## config.mk

```make
export PLATFORM = sky130hd
export DESIGN_NAME = multiplicador
export DESIGN_NICKNAME = d
export VERILOG_FILES = /design/src/rtl/multiplicador_pkg.sv /design/src/rtl/multiplicador_dp.sv /design/src/rtl/multiplicador.sv
export SDC_FILE = /design/constraint.sdc
export NUM_CORES = 1
export LEC_CHECK = 0
export BUFFER_PORTS_ARGS = -buffer_cell sky130_fd_sc_hd__clkbuf_2
export CORE_UTILIZATION = 50
export CTS_BUF_LIST = sky130_fd_sc_hd__clkbuf_8 sky130_fd_sc_hd__clkbuf_16
export CTS_CLUSTER_SIZE = 40
export DETAILED_ROUTE_END_ITERATION = 6
export HOLD_SLACK_MARGIN = 0.06
export PLACE_DENSITY_LB_ADDON = 0.1
export SLEW_MARGIN = 5
export SYNTH_ARGS = -nofsm -noshare
export SYNTH_HDL_FRONTEND = slang
export SYNTH_SLANG_ARGS = --single-unit
```

## constraint.sdc

```tcl
create_clock -name clk -period 4.57 [get_ports clk]
set_clock_uncertainty 0.2 [all_clocks]
set_input_delay 0.914 -clock clk [delete_from_list [all_inputs] [get_ports clk]]
set_output_delay 0.914 -clock clk [all_outputs]
set_load 0.01 [all_outputs]
```

## src/rtl/multiplicador_pkg.sv

```systemverilog
// Shared types and constants for the shift-and-add multiplier.
// Used by multiplicador and multiplicador_dp.
package multiplicador_pkg;

    localparam int unsigned MultWidthDef = 32;

    typedef enum logic [1:0] {
        StIdle,
        StBusy,
        StDone
    } state_e;

    function automatic int unsigned cnt_width(input int unsigned n);
        return $clog2(n + 1);
    endfunction

endpackage

```

## src/rtl/multiplicador_dp.sv

```systemverilog
// Shift-and-add datapath: multiplicand, multiplier, accumulator and iteration counter.
// Build option MULT_EARLY_EXIT_EN: finish as soon as no multiplier bits remain.
module multiplicador_dp
    import multiplicador_pkg::*;
#(
    parameter int unsigned N = MultWidthDef
) (
    input  logic           clk,
    input  logic           reset,
    input  logic           i_load,
    input  logic           i_step,
    input  logic [N-1:0]   i_a,
    input  logic [N-1:0]   i_b,
    output logic [2*N-1:0] o_acc_next,
    output logic           o_last
);

    localparam int unsigned CW = cnt_width(N);
    localparam logic [CW-1:0] LastCnt = CW'(N - 1);

    logic [2*N-1:0] r_mcand;
    logic [N-1:0]   r_mplier;
    logic [2*N-1:0] r_acc;
    logic [CW-1:0]  r_cnt;

    logic [2*N-1:0] w_acc_next;

    // Accumulator value after the current iteration; becomes the product on the last one.
    assign w_acc_next = r_mplier[0] ? (r_acc + r_mcand) : r_acc;
    assign o_acc_next = w_acc_next;

`ifdef MULT_EARLY_EXIT_EN
    assign o_last = (r_cnt == LastCnt) || ((r_mplier >> 1) == '0);
`else
    assign o_last = (r_cnt == LastCnt);
`endif

    always_ff @(posedge clk) begin
        if (!reset) begin
            r_mcand  <= '0;
            r_mplier <= '0;
            r_acc    <= '0;
            r_cnt    <= '0;
        end else if (i_load) begin
            r_mcand  <= {{N{1'b0}}, i_a};
            r_mplier <= i_b;
            r_acc    <= '0;
            r_cnt    <= '0;
        end else if (i_step) begin
            r_mcand  <= r_mcand << 1;
            r_mplier <= r_mplier >> 1;
            r_acc    <= w_acc_next;
            r_cnt    <= r_cnt + CW'(1);
        end
    end

endmodule

```

## src/rtl/multiplicador.sv

```systemverilog
// Sequential unsigned multiplier with valid/done/ack handshake (FSM + result registers).
// Build option MULT_EARLY_EXIT_EN enables data-dependent latency in multiplicador_dp.
module multiplicador
    import multiplicador_pkg::*;
#(
    parameter int unsigned N = MultWidthDef
) (
    input  logic           clk,
    input  logic           reset,
    input  logic [N-1:0]   a,
    input  logic [N-1:0]   b,
    input  logic           valid_data,
    input  logic           ack,
    output logic [2*N-1:0] producto,
    output logic           Done_Flag,
    output logic           ret_ack
);

    state_e         r_state;
    state_e         w_state_next;
    logic [2*N-1:0] r_producto;
    logic           r_done;
    logic           r_ret_ack;

    logic           w_load;
    logic           w_step;
    logic           w_last;
    logic [2*N-1:0] w_acc_next;

    multiplicador_dp #(
        .N (N)
    ) u_dp (
        .clk        (clk),
        .reset      (reset),
        .i_load     (w_load),
        .i_step     (w_step),
        .i_a        (a),
        .i_b        (b),
        .o_acc_next (w_acc_next),
        .o_last     (w_last)
    );

    always_comb begin
        w_state_next = r_state;
        w_load       = 1'b0;
        w_step       = 1'b0;
        case (r_state)
            StIdle: begin
                if (valid_data) begin
                    w_load       = 1'b1;
                    w_state_next = StBusy;
                end
            end
            StBusy: begin
                w_step = 1'b1;
                if (w_last) begin
                    w_state_next = StDone;
                end
            end
            StDone: begin
                if (ack) begin
                    w_state_next = StIdle;
                end
            end
            default: w_state_next = StIdle;
        endcase
    end

    always_ff @(posedge clk) begin
        if (!reset) begin
            r_state    <= StIdle;
            r_producto <= '0;
            r_done     <= 1'b0;
            r_ret_ack  <= 1'b0;
        end else begin
            r_state   <= w_state_next;
            r_ret_ack <= (r_state == StDone) && ack;
            if ((r_state == StBusy) && w_last) begin
                r_producto <= w_acc_next;
                r_done     <= 1'b1;
            end else if ((r_state == StDone) && ack) begin
                r_done <= 1'b0;
            end
        end
    end

    assign producto  = r_producto;
    assign Done_Flag = r_done;
    assign ret_ack   = r_ret_ack;

endmodule

```

=== Word level (Yosys, flattened, before mapping) ===
Cells that the tools add are included.

* Register bits after elaboration: 234
* Output and inout bits: 66
* Logic and storage cells: 39
* Input port bits: 68

* Bitwise operators: 1
* Reductions and logical operators: 7
* Muxes and demuxes: 14
* Equal/unequal tests: 6
* $add $sub $neg: 2

{| class="wikitable"
|+ Operators with widths
! kind !! number
|-
| $mux W32 || 4
|-
| $add A64 B64 Y64 || 1
|-
| $mux W64 || 1
|-
| $add A6 B1 Y6 const B || 1
|-
| $eq A6 B5 Y1 const B || 1
|-
| $mux W2 || 3
|-
| $ne A2 B2 Y1 const B || 3
|-
| $pmux W2 S3 || 1
|-
| $mux W1 || 5
|-
| $reduce_bool A2 Y1 || 2
|-
| $reduce_and A3 Y1 || 1
|-
| $eq A2 B1 Y1 const B || 1
|-
| $eq A2 B2 Y1 const B || 1
|-
| $logic_and A1 B1 Y1 || 2
|-
| $logic_not A2 Y1 || 1
|-
| $reduce_or A2 Y1 || 1
|-
| $not A1 Y1 || 1
|}

=== Longest topological paths before layout ===
Gate-level depths: netlist (run 1).

* Depth in word-level cells: 4
* Gate-level depth with buffers: 12
* Gate-level depth less buffers: 12

=== By module ===
Synthesis (run 1) repeated with hierarchy kept, for this count alone.

* Cell total of the unflattened synthesis: 1696
* Area, all modules: 14068.5 µm²

{| class="wikitable"
|+ Modules (own cells, without submodules)
! module !! seq. area each (µm²) !! cells each !! area an instance (µm²) !! times used
|-
| multiplicador_dp || 3323.2 || 1399 || 11355.9 || 1
|-
| multiplicador || 1361.3 || 297 || 2712.6 || 1
|}

=== Least setup slack after synthesis (run 1) ===
No wires, ideal clock.

* Kind: register to register
* Start: register u_dp.r_acc[0]
* End: register r_producto[58] (netlist: producto[58])
* Clock period less this slack: 3.177 ns
* Path buffers: 0
* Setup time: 0.119 ns
* Cell stages (with the launch flop): 13
* Arrival time: 2.858 ns
* Slack: 1.393 ns
* Required time: 4.251 ns
* Cells stage by stage: dfxtp_1 > ha_1 > fa_1 > a211oi_1 > o21ai_0 > o211ai_1 > o31ai_1 > o21ai_1 > a21oi_2 > o32ai_1 > o21ai_0 > mux2i_1 > o221a_2

* Word-level cells in the longest chain between the ends: 2

{| class="wikitable"
|+ Ends and longest elaborated chain
! item !! line !! RTL
|-
| start, declared || multiplicador_dp.sv:23 || <nowiki>logic [2*N-1:0] r_acc;</nowiki>
|-
| start signal, assigned || multiplicador_dp.sv:52 || <nowiki>r_acc <= w_acc_next;</nowiki>
|-
| $add A64 B64 Y64 || multiplicador_dp.sv:29 || <nowiki>assign w_acc_next = r_mplier[0] ? (r_acc + r_mcand) : r_acc;</nowiki>
|-
| $mux W64 || multiplicador_dp.sv:29 ||
|-
| end signal, assigned || multiplicador.sv:79 || <nowiki>r_producto <= w_acc_next;</nowiki>
|-
| end, declared || multiplicador.sv:21 || <nowiki>logic [2*N-1:0] r_producto;</nowiki>
|}

No other way between the ends.
A chain may end at the register's enable or synchronous reset.

=== Final worst setup path (run 1) ===
* Start: register u_dp.r_acc[0]
* End: register r_producto[52] (netlist: producto[52])

The elaborated chain is that of the path after synthesis.

==> run summary, run 1 <==
drt pass-1 iters = 5
1st-iter DRT viols = 786
Synth Instances = 1648
Ys Warns = 0
Setup Buffers After CTS = 0
htree depth = 1
clock sink count = 234
Ports = 134
crit path kind = reg2reg
Hold Crit Class = reg2reg
sequential cell area fraction in the yosys report = 36.7%
PD cells = 328 mW/mm^2
final wirelength = 35800 um
gp weighted congestion = 0.943
fin crit share = 82.8%
syn_area_per_cell = 7.75 um^2
FILL cells = 2417
Diodes inserted = 0
CTS Hold Bufs = 0
DP Wirelength = 24600 um
number of max-cap violations = 0
DR DRC count = 0
Main synth FF type = dfxtp_1
CTS max path bufs = 3
max_slew headroom = 33.5%
first-pass GRT wire length = 58400 um
synthesis-to-layout area growth = 13.2%
unrepaired setup endpoints after global routing = no
Achievable Freq = 0.264 GHz
synthesized net count = 1781
setup_tns = 0 ps
worst vdd ir = 0.265 mV
CP startpoint kind = flop
number of global-route vias before repair = 11499
DR vias = 12016
final setup margin = 786 ps
Synth Cell Area = 0.0128 mm^2
Worst-path clk slew = 60 ps
Synth cell types = 65
number of port buffers = 133
Core ar. = 0.0251 mm^2
Worst R2R Setup Slack = 790 ps
Switching Power = 1.19 mW
Max Slew Vio Count = 0
nets@finish = 1840
worst slew pin tran = 998 ps
Root Driver = clkbuf_16
CP max stage delay = 440 ps
delay-heaviest family, CP = compound AO/OA/AOI/OAI gates
# setup viols final = 0
CP cell instances = ha_1 > fa_1 > a211oi_1 > o21ai_0 > o211ai_1 > a211oi_1 > o21ai_0 > a21oi_1 > o21bai_1 > a21oi_1 > o311ai_0 > a21oi_1
fraction of registers with async set or reset after synthesis = 0%
most used cell along the critical path = a21oi_1
overall power consumption = 4.74 mW
CTS tree = built
Post-CTS Resized = 0
Logic pwr share = 9.1%
GRT Total Usage = 27.2%
Worst Hold Depth = 2
Pleak = 5.52 nW
initial antenna violation count = 0
critical path's slowest cell = o21ai_0
WP depth = 12
Worst-Skew Late Latency = 540 ps
die area = 0.0262 mm^2
post-route minimum period = 3780 ps
Initial Utilization = 50.8%
Net Sw Frac = 25.2%
Critical path buffers and inverters = 0
Avg WL per Cell = 17.4 um
#FFs+latches synth = 234
Die W = 162 um
outcome = finished, final reports clean
Final ANT Viol Nets = 0
Reg power frac = 44.9%
Pint = 3.55 mW
Final Hold Fails = 0
Final Util = 57.6%
share of cells above drive strength 1 = 13.0%
critical path data arrival time = 4000 ps
Core Rows = 58
largest net degree at the start of global routing = 96
die height = 162 um
Post-synth EDFFs = 0
CTS buffer count = 26
endpoint class of the critical path = flop
grt ovf = 0
drt via density = 5.85
Worst Path Max Fanout = 4
reg2reg path depth = 12
clock power share = 46.0%
Worst Path Required = 4780 ps
pre-CTS WS = 911 ps
-- Yosys cell counts, types with 7 or more instances --
cell	number	area, um^2
a211oi_1	55	413
a21o_1	22	165
a21oi_1	255	1280
a22oi_1	62	465
a31oi_1	15	93.8
and3_1	9	56.3
buf_1	8	30.0
buf_2	12	60.1
clkbuf_1	101	379
dfxtp_1	234	4680
ha_1	64	801
inv_1	17	63.8
mux2i_1	31	310
nand2_1	280	1050
nand2b_1	7	43.8
nand3_1	37	185
nand4_1	20	125
nor2_1	123	462
nor3_1	24	120
o211ai_1	11	82.6
o21ai_0	82	410
o21bai_1	14	105
or3_1	9	56.3
xnor2_1	41	359
xor2_1	20	175
-- final timing paths --
path	to	start
setup / recovery	producto[52]	u_dp.r_acc[0]
hold / removal	u_dp.r_mplier[3]	u_dp.r_mplier[3]
setup reg to reg	producto[52]	u_dp.r_acc[0]
hold reg to reg	u_dp.r_mplier[3]	u_dp.r_mplier[3]
-- worst register-to-register path, delay by kind of cell (launching register included) --
kind / cells / cell delay, ps
AO/OA/AOI/OAI: 10 / 2500
adder cells (fa/ha/maj): 2 / 660
flip-flops: 1 / 320
-- per-layer routing --
metal	wire length, um	track usage (%)	up-vias
met1	16200	35.5	5596
li1	-	-	6039
met4	894	7.89	0
met5	0	0	-
met3	1770	3.06	57
met2	17000	47.2	324
-- flip-flops by register name (all words and copies together) (netlist names) --
| name | cells |
|---|---|
| Done_Flag | 1 |
| u_dp.r_acc | 64 |
| u_dp.r_cnt | 6 |
| u_dp.r_mcand | 64 |
| r_state | 2 |
| producto | 64 |
| u_dp.r_mplier | 32 |
| ret_ack | 1 |
-- power by group through the flow --
stage,sequential (mW),combinational [mW],clock (mW)
2_1_floorplan,2.16,0.308,0
3_3_place_gp,2.17,0.427,0
3_5_place_dp,2.17,0.430,0
4_1_cts,2.13,0.433,2.21
5_1_grt,2.14,0.478,2.29
6_report,2.13,0.431,2.18
-- metrics by stage --
stage / area (um^2) / hold slack [ps] / instances
2_1_floorplan: 12800 / 236 / 1648
3_5_place_dp: 13600 / 246 / 2009
6_report: 14500 / 253 / 2055
3_3_place_gp: 13600 / 241 / 2009
5_1_grt: 14500 / 269 / 2055
4_1_cts: 14500 / 254 / 2055
-- cells in the final DEF, fill, tap and decap left out, drive strengths merged, types with 4 or more instances in the layout --
cell / netlist / layout
a31oi: 15 / 15
a21oi: 257 / 257
o21a: 6 / 6
clkinv: 2 / 6
xor2: 20 / 20
a21boi: 4 / 4
buf: 20 / 20
and4: 5 / 5
a22oi: 62 / 62
o31ai: 6 / 6
nand4: 20 / 20
clkbuf: 102 / 168
nor3: 25 / 25
inv: 17 / 19
o211ai: 11 / 11
xnor2: 41 / 41
and3: 9 / 9
a211oi: 57 / 57
or2: 4 / 4
dfxtp: 234 / 234
o21bai: 14 / 14
nand2b: 7 / 7
o21ai: 87 / 87
nand2: 280 / 280
mux2i: 31 / 31
or3: 9 / 9
nand3: 37 / 37
ha: 64 / 64
a21o: 22 / 22
nor2: 123 / 123
a2111oi: 4 / 4
-- cell families after synthesis --
| logic type | Yosys count | synth area share [%] |
|---|---|---|
| simple gates | 535 | 17.9 |
| xor+xnor | 61 | 4.19 |
| flops | 234 | 36.7 |
| mux | 34 | 2.70 |
| fa+ha+maj | 65 | 6.43 |
| buf+inv | 141 | 4.27 |
| compound gates | 578 | 27.8 |
-- cell type report --
| class | count | area (um^2) | area share [%] |
|---|---|---|---|
| multi-input cells | 1273 | 7560 | 52.3 |
| repair buffers | 153 | 828 | 5.73 |
| inverters | 19 | 72.6 | 0.502 |
| flip-flops and latches | 234 | 4690 | 32.4 |
| clock inverters | 11 | 110 | 0.762 |
| well taps | 330 | 413 | 2.86 |
| clock buffers | 35 | 786 | 5.44 |
No activity file was read; power rests on OpenSTA's default activity.
==> inputs of run 2 (changes only) <==
==> constraint.sdc (replaced) <==
create_clock -name clk -period 3.8 [get_ports clk]
set_clock_uncertainty 0.2 [all_clocks]
set_input_delay 0.76 -clock clk [delete_from_list [all_inputs] [get_ports clk]]
set_output_delay 0.76 -clock clk [all_outputs]
set_load 0.01 [all_outputs]
==> run 2 against run 1 <==
Against the previous run: sequential power rose by 20%; hold slack got worse by 1.3 ps; setup slack got worse by 510 ps; via count barely moved; largest power group is now registers.
==> run summary, run 2 (synthesis gave the netlist of run 1 again) <==
nets@finish = 1844
Final Hold Fails = 0
Diodes inserted = 0
FILL cells = 2439
DR vias = 12020
Avg WL per Cell = 17.3 um
most frequent cells in the layout = nand2_1, a21oi_1, dfxtp_1
number of global-route vias before repair = 11473
Worst R2R Setup Slack = 270 ps
crit path kind = reg2reg
critical path's slowest cell = fa_1
GR peak layer = met2
unrepaired setup endpoints after global routing = no
area of the multi-input gates = 0.00757 mm^2
commonest non-fill, non-tap cell in the layout = nand2_1
drt via density = 5.85
number of port buffers = 133
reg2reg path depth = 12
worst setup path startpoint = u_dp.r_acc[0]
synthesis-to-layout area growth = 12.3%
CP cell instances = ha_1 > fa_1 > a211oi_2 > o21ai_0 > o211ai_1 > o31ai_1 > o21ai_2 > a21oi_2 > o32ai_1 > o21ai_0 > mux2i_1 > o221a_2
FF+latch area = 0.00469 mm^2
grt ovf = 0
Worst Path Required = 4020 ps
DR DRC count = 0
Final ANT Viol Nets = 0
die area = 0.0262 mm^2
max_slew headroom = 34.6%
met1 usage = 35.1%
Core Rows = 58
crit path capture = producto[58]
worst vdd ir = 0.298 mV
Final Util = 57.1%
Switching Power = 1.35 mW
Setup Buffers After CTS = 0
endpoint class of the critical path = flop
Logic pwr share = 9.9%
CTS buffer count = 25
hold_sp = u_dp.r_mplier[8]
pre-CTS WS = 143 ps
Initial Utilization = 50.8%
critical path data arrival time = 3750 ps
Net Sw Frac = 25.6%
CP startpoint kind = flop
clock sink count = 234
Reg power frac = 48.7%
final wirelength = 35700 um
CTS tree = built
Achievable Freq = 0.284 GHz
worst slew pin tran = 981 ps
Pleak = 5.51 nW
PD cells = 367 mW/mm^2
clock power share = 41.3%
setup_tns = 0 ps
overall power consumption = 5.26 mW
1st-iter DRT viols = 722
R2R Path Start = u_dp.r_acc[0]
WP depth = 12
die height = 162 um
Ports = 134
gp weighted congestion = 0.921
Worst-path clk slew = 60 ps
Max Slew Vio Count = 0
Worst Path Max Fanout = 4
CTS Hold Bufs = 0
Root Driver = clkbuf_16
htree depth = 1
CTS max path bufs = 3
largest net degree at the start of global routing = 149
GR Layer Usage met2 = 45.9%
Final Cell Area = 0.0143 mm^2
fin crit share = 92.8%
number of max-cap violations = 0
first-pass GRT wire length = 58100 um
drt pass-1 iters = 5
Core ar. = 0.0251 mm^2
DP Wirelength = 24600 um
post-route minimum period = 3530 ps
M3 GR Usage = 3.73%
DP Area = 0.0136 mm^2
Die W = 162 um
outcome = finished, final reports clean
Hold Crit Class = reg2reg
share of cells above drive strength 1 = 12.5%
GRT Total Usage = 26.9%
delay-heaviest family, CP = compound AO/OA/AOI/OAI gates
Worst Hold Depth = 2
initial antenna violation count = 0
reg2reg end = producto[58]
most used cell along the critical path = o21ai_0
CP max stage delay = 440 ps
final setup margin = 274 ps
Worst-Skew Late Latency = 530 ps
Critical path buffers and inverters = 0
# setup viols final = 0
Pint = 3.91 mW
run 2: cell types whose count changed in the layout (fill, tap and decap cells not counted), moves of 2 or more:
cell,previous run,this run
a211oi_1,55,53
clkbuf_16,27,25
a211oi_2,2,4
bufinv_16,2,0
buf_4,19,23
clkinv_2,5,1
clkinvlp_4,3,0
clkbuf_8,8,2
inv_1,19,32
run 2: cell type report:
| cell class | count | share of cell area [%] |
|---|---|---|
| clock buffers | 27 | 4.56 |
| clock inverters | 15 | 0.393 |
| inverters | 19 | 0.506 |
| multi-input cells | 1273 | 52.8 |
| flip-flops and latches | 234 | 32.7 |
| well taps | 330 | 2.88 |
| repair buffers | 158 | 6.13 |
run 2: how the worst min path moves through the flow:
| stage | endpoint | slack, ps |
|---|---|---|
| floorplan | u_dp.r_mplier[10] | 240 |
| global placement | u_dp.r_mplier[3] | 240 |
| global route | u_dp.r_mplier[5] | 270 |
| CTS | u_dp.r_mplier[3] | 250 |
| detailed placement | u_dp.r_mplier[3] | 250 |
| finish | u_dp.r_mplier[8] | 250 |
run 2: worst min-delay path: stages (launching register included):
cell	delay, ps
dfxtp_1	310
nand2_1	50
a21oi_1	50
run 2: metal layers:
layer,vias up,wire length (um)
met5,-,0
met4,0,868
met3,55,1720
met2,282,16800
met1,5620,16300
li1,6063,-
run 2: stage by stage:
stage | hold WS (ps) | cells
after floorplan | 236 | 1648
final | 252 | 2056
after global routing | 271 | 2056
after global placement | 242 | 2014
after CTS | 255 | 2056
after detailed placement | 246 | 2014
run 2: what timing repair did:
action,4_1_cts,5_1_grt
endpoints found under the hold margin,0,0
resized for setup,0,3
endpoints found under the setup margin,0,4
run 2: power by group through the flow:
stage	clock network, mW	logic (mW)	registers [mW]
4_1_cts	2.22	0.523	2.56
2_1_floorplan	0	0.370	2.60
5_1_grt	2.31	0.579	2.57
6_report	2.17	0.523	2.56
3_3_place_gp	0	0.517	2.61
3_5_place_dp	0	0.520	2.62
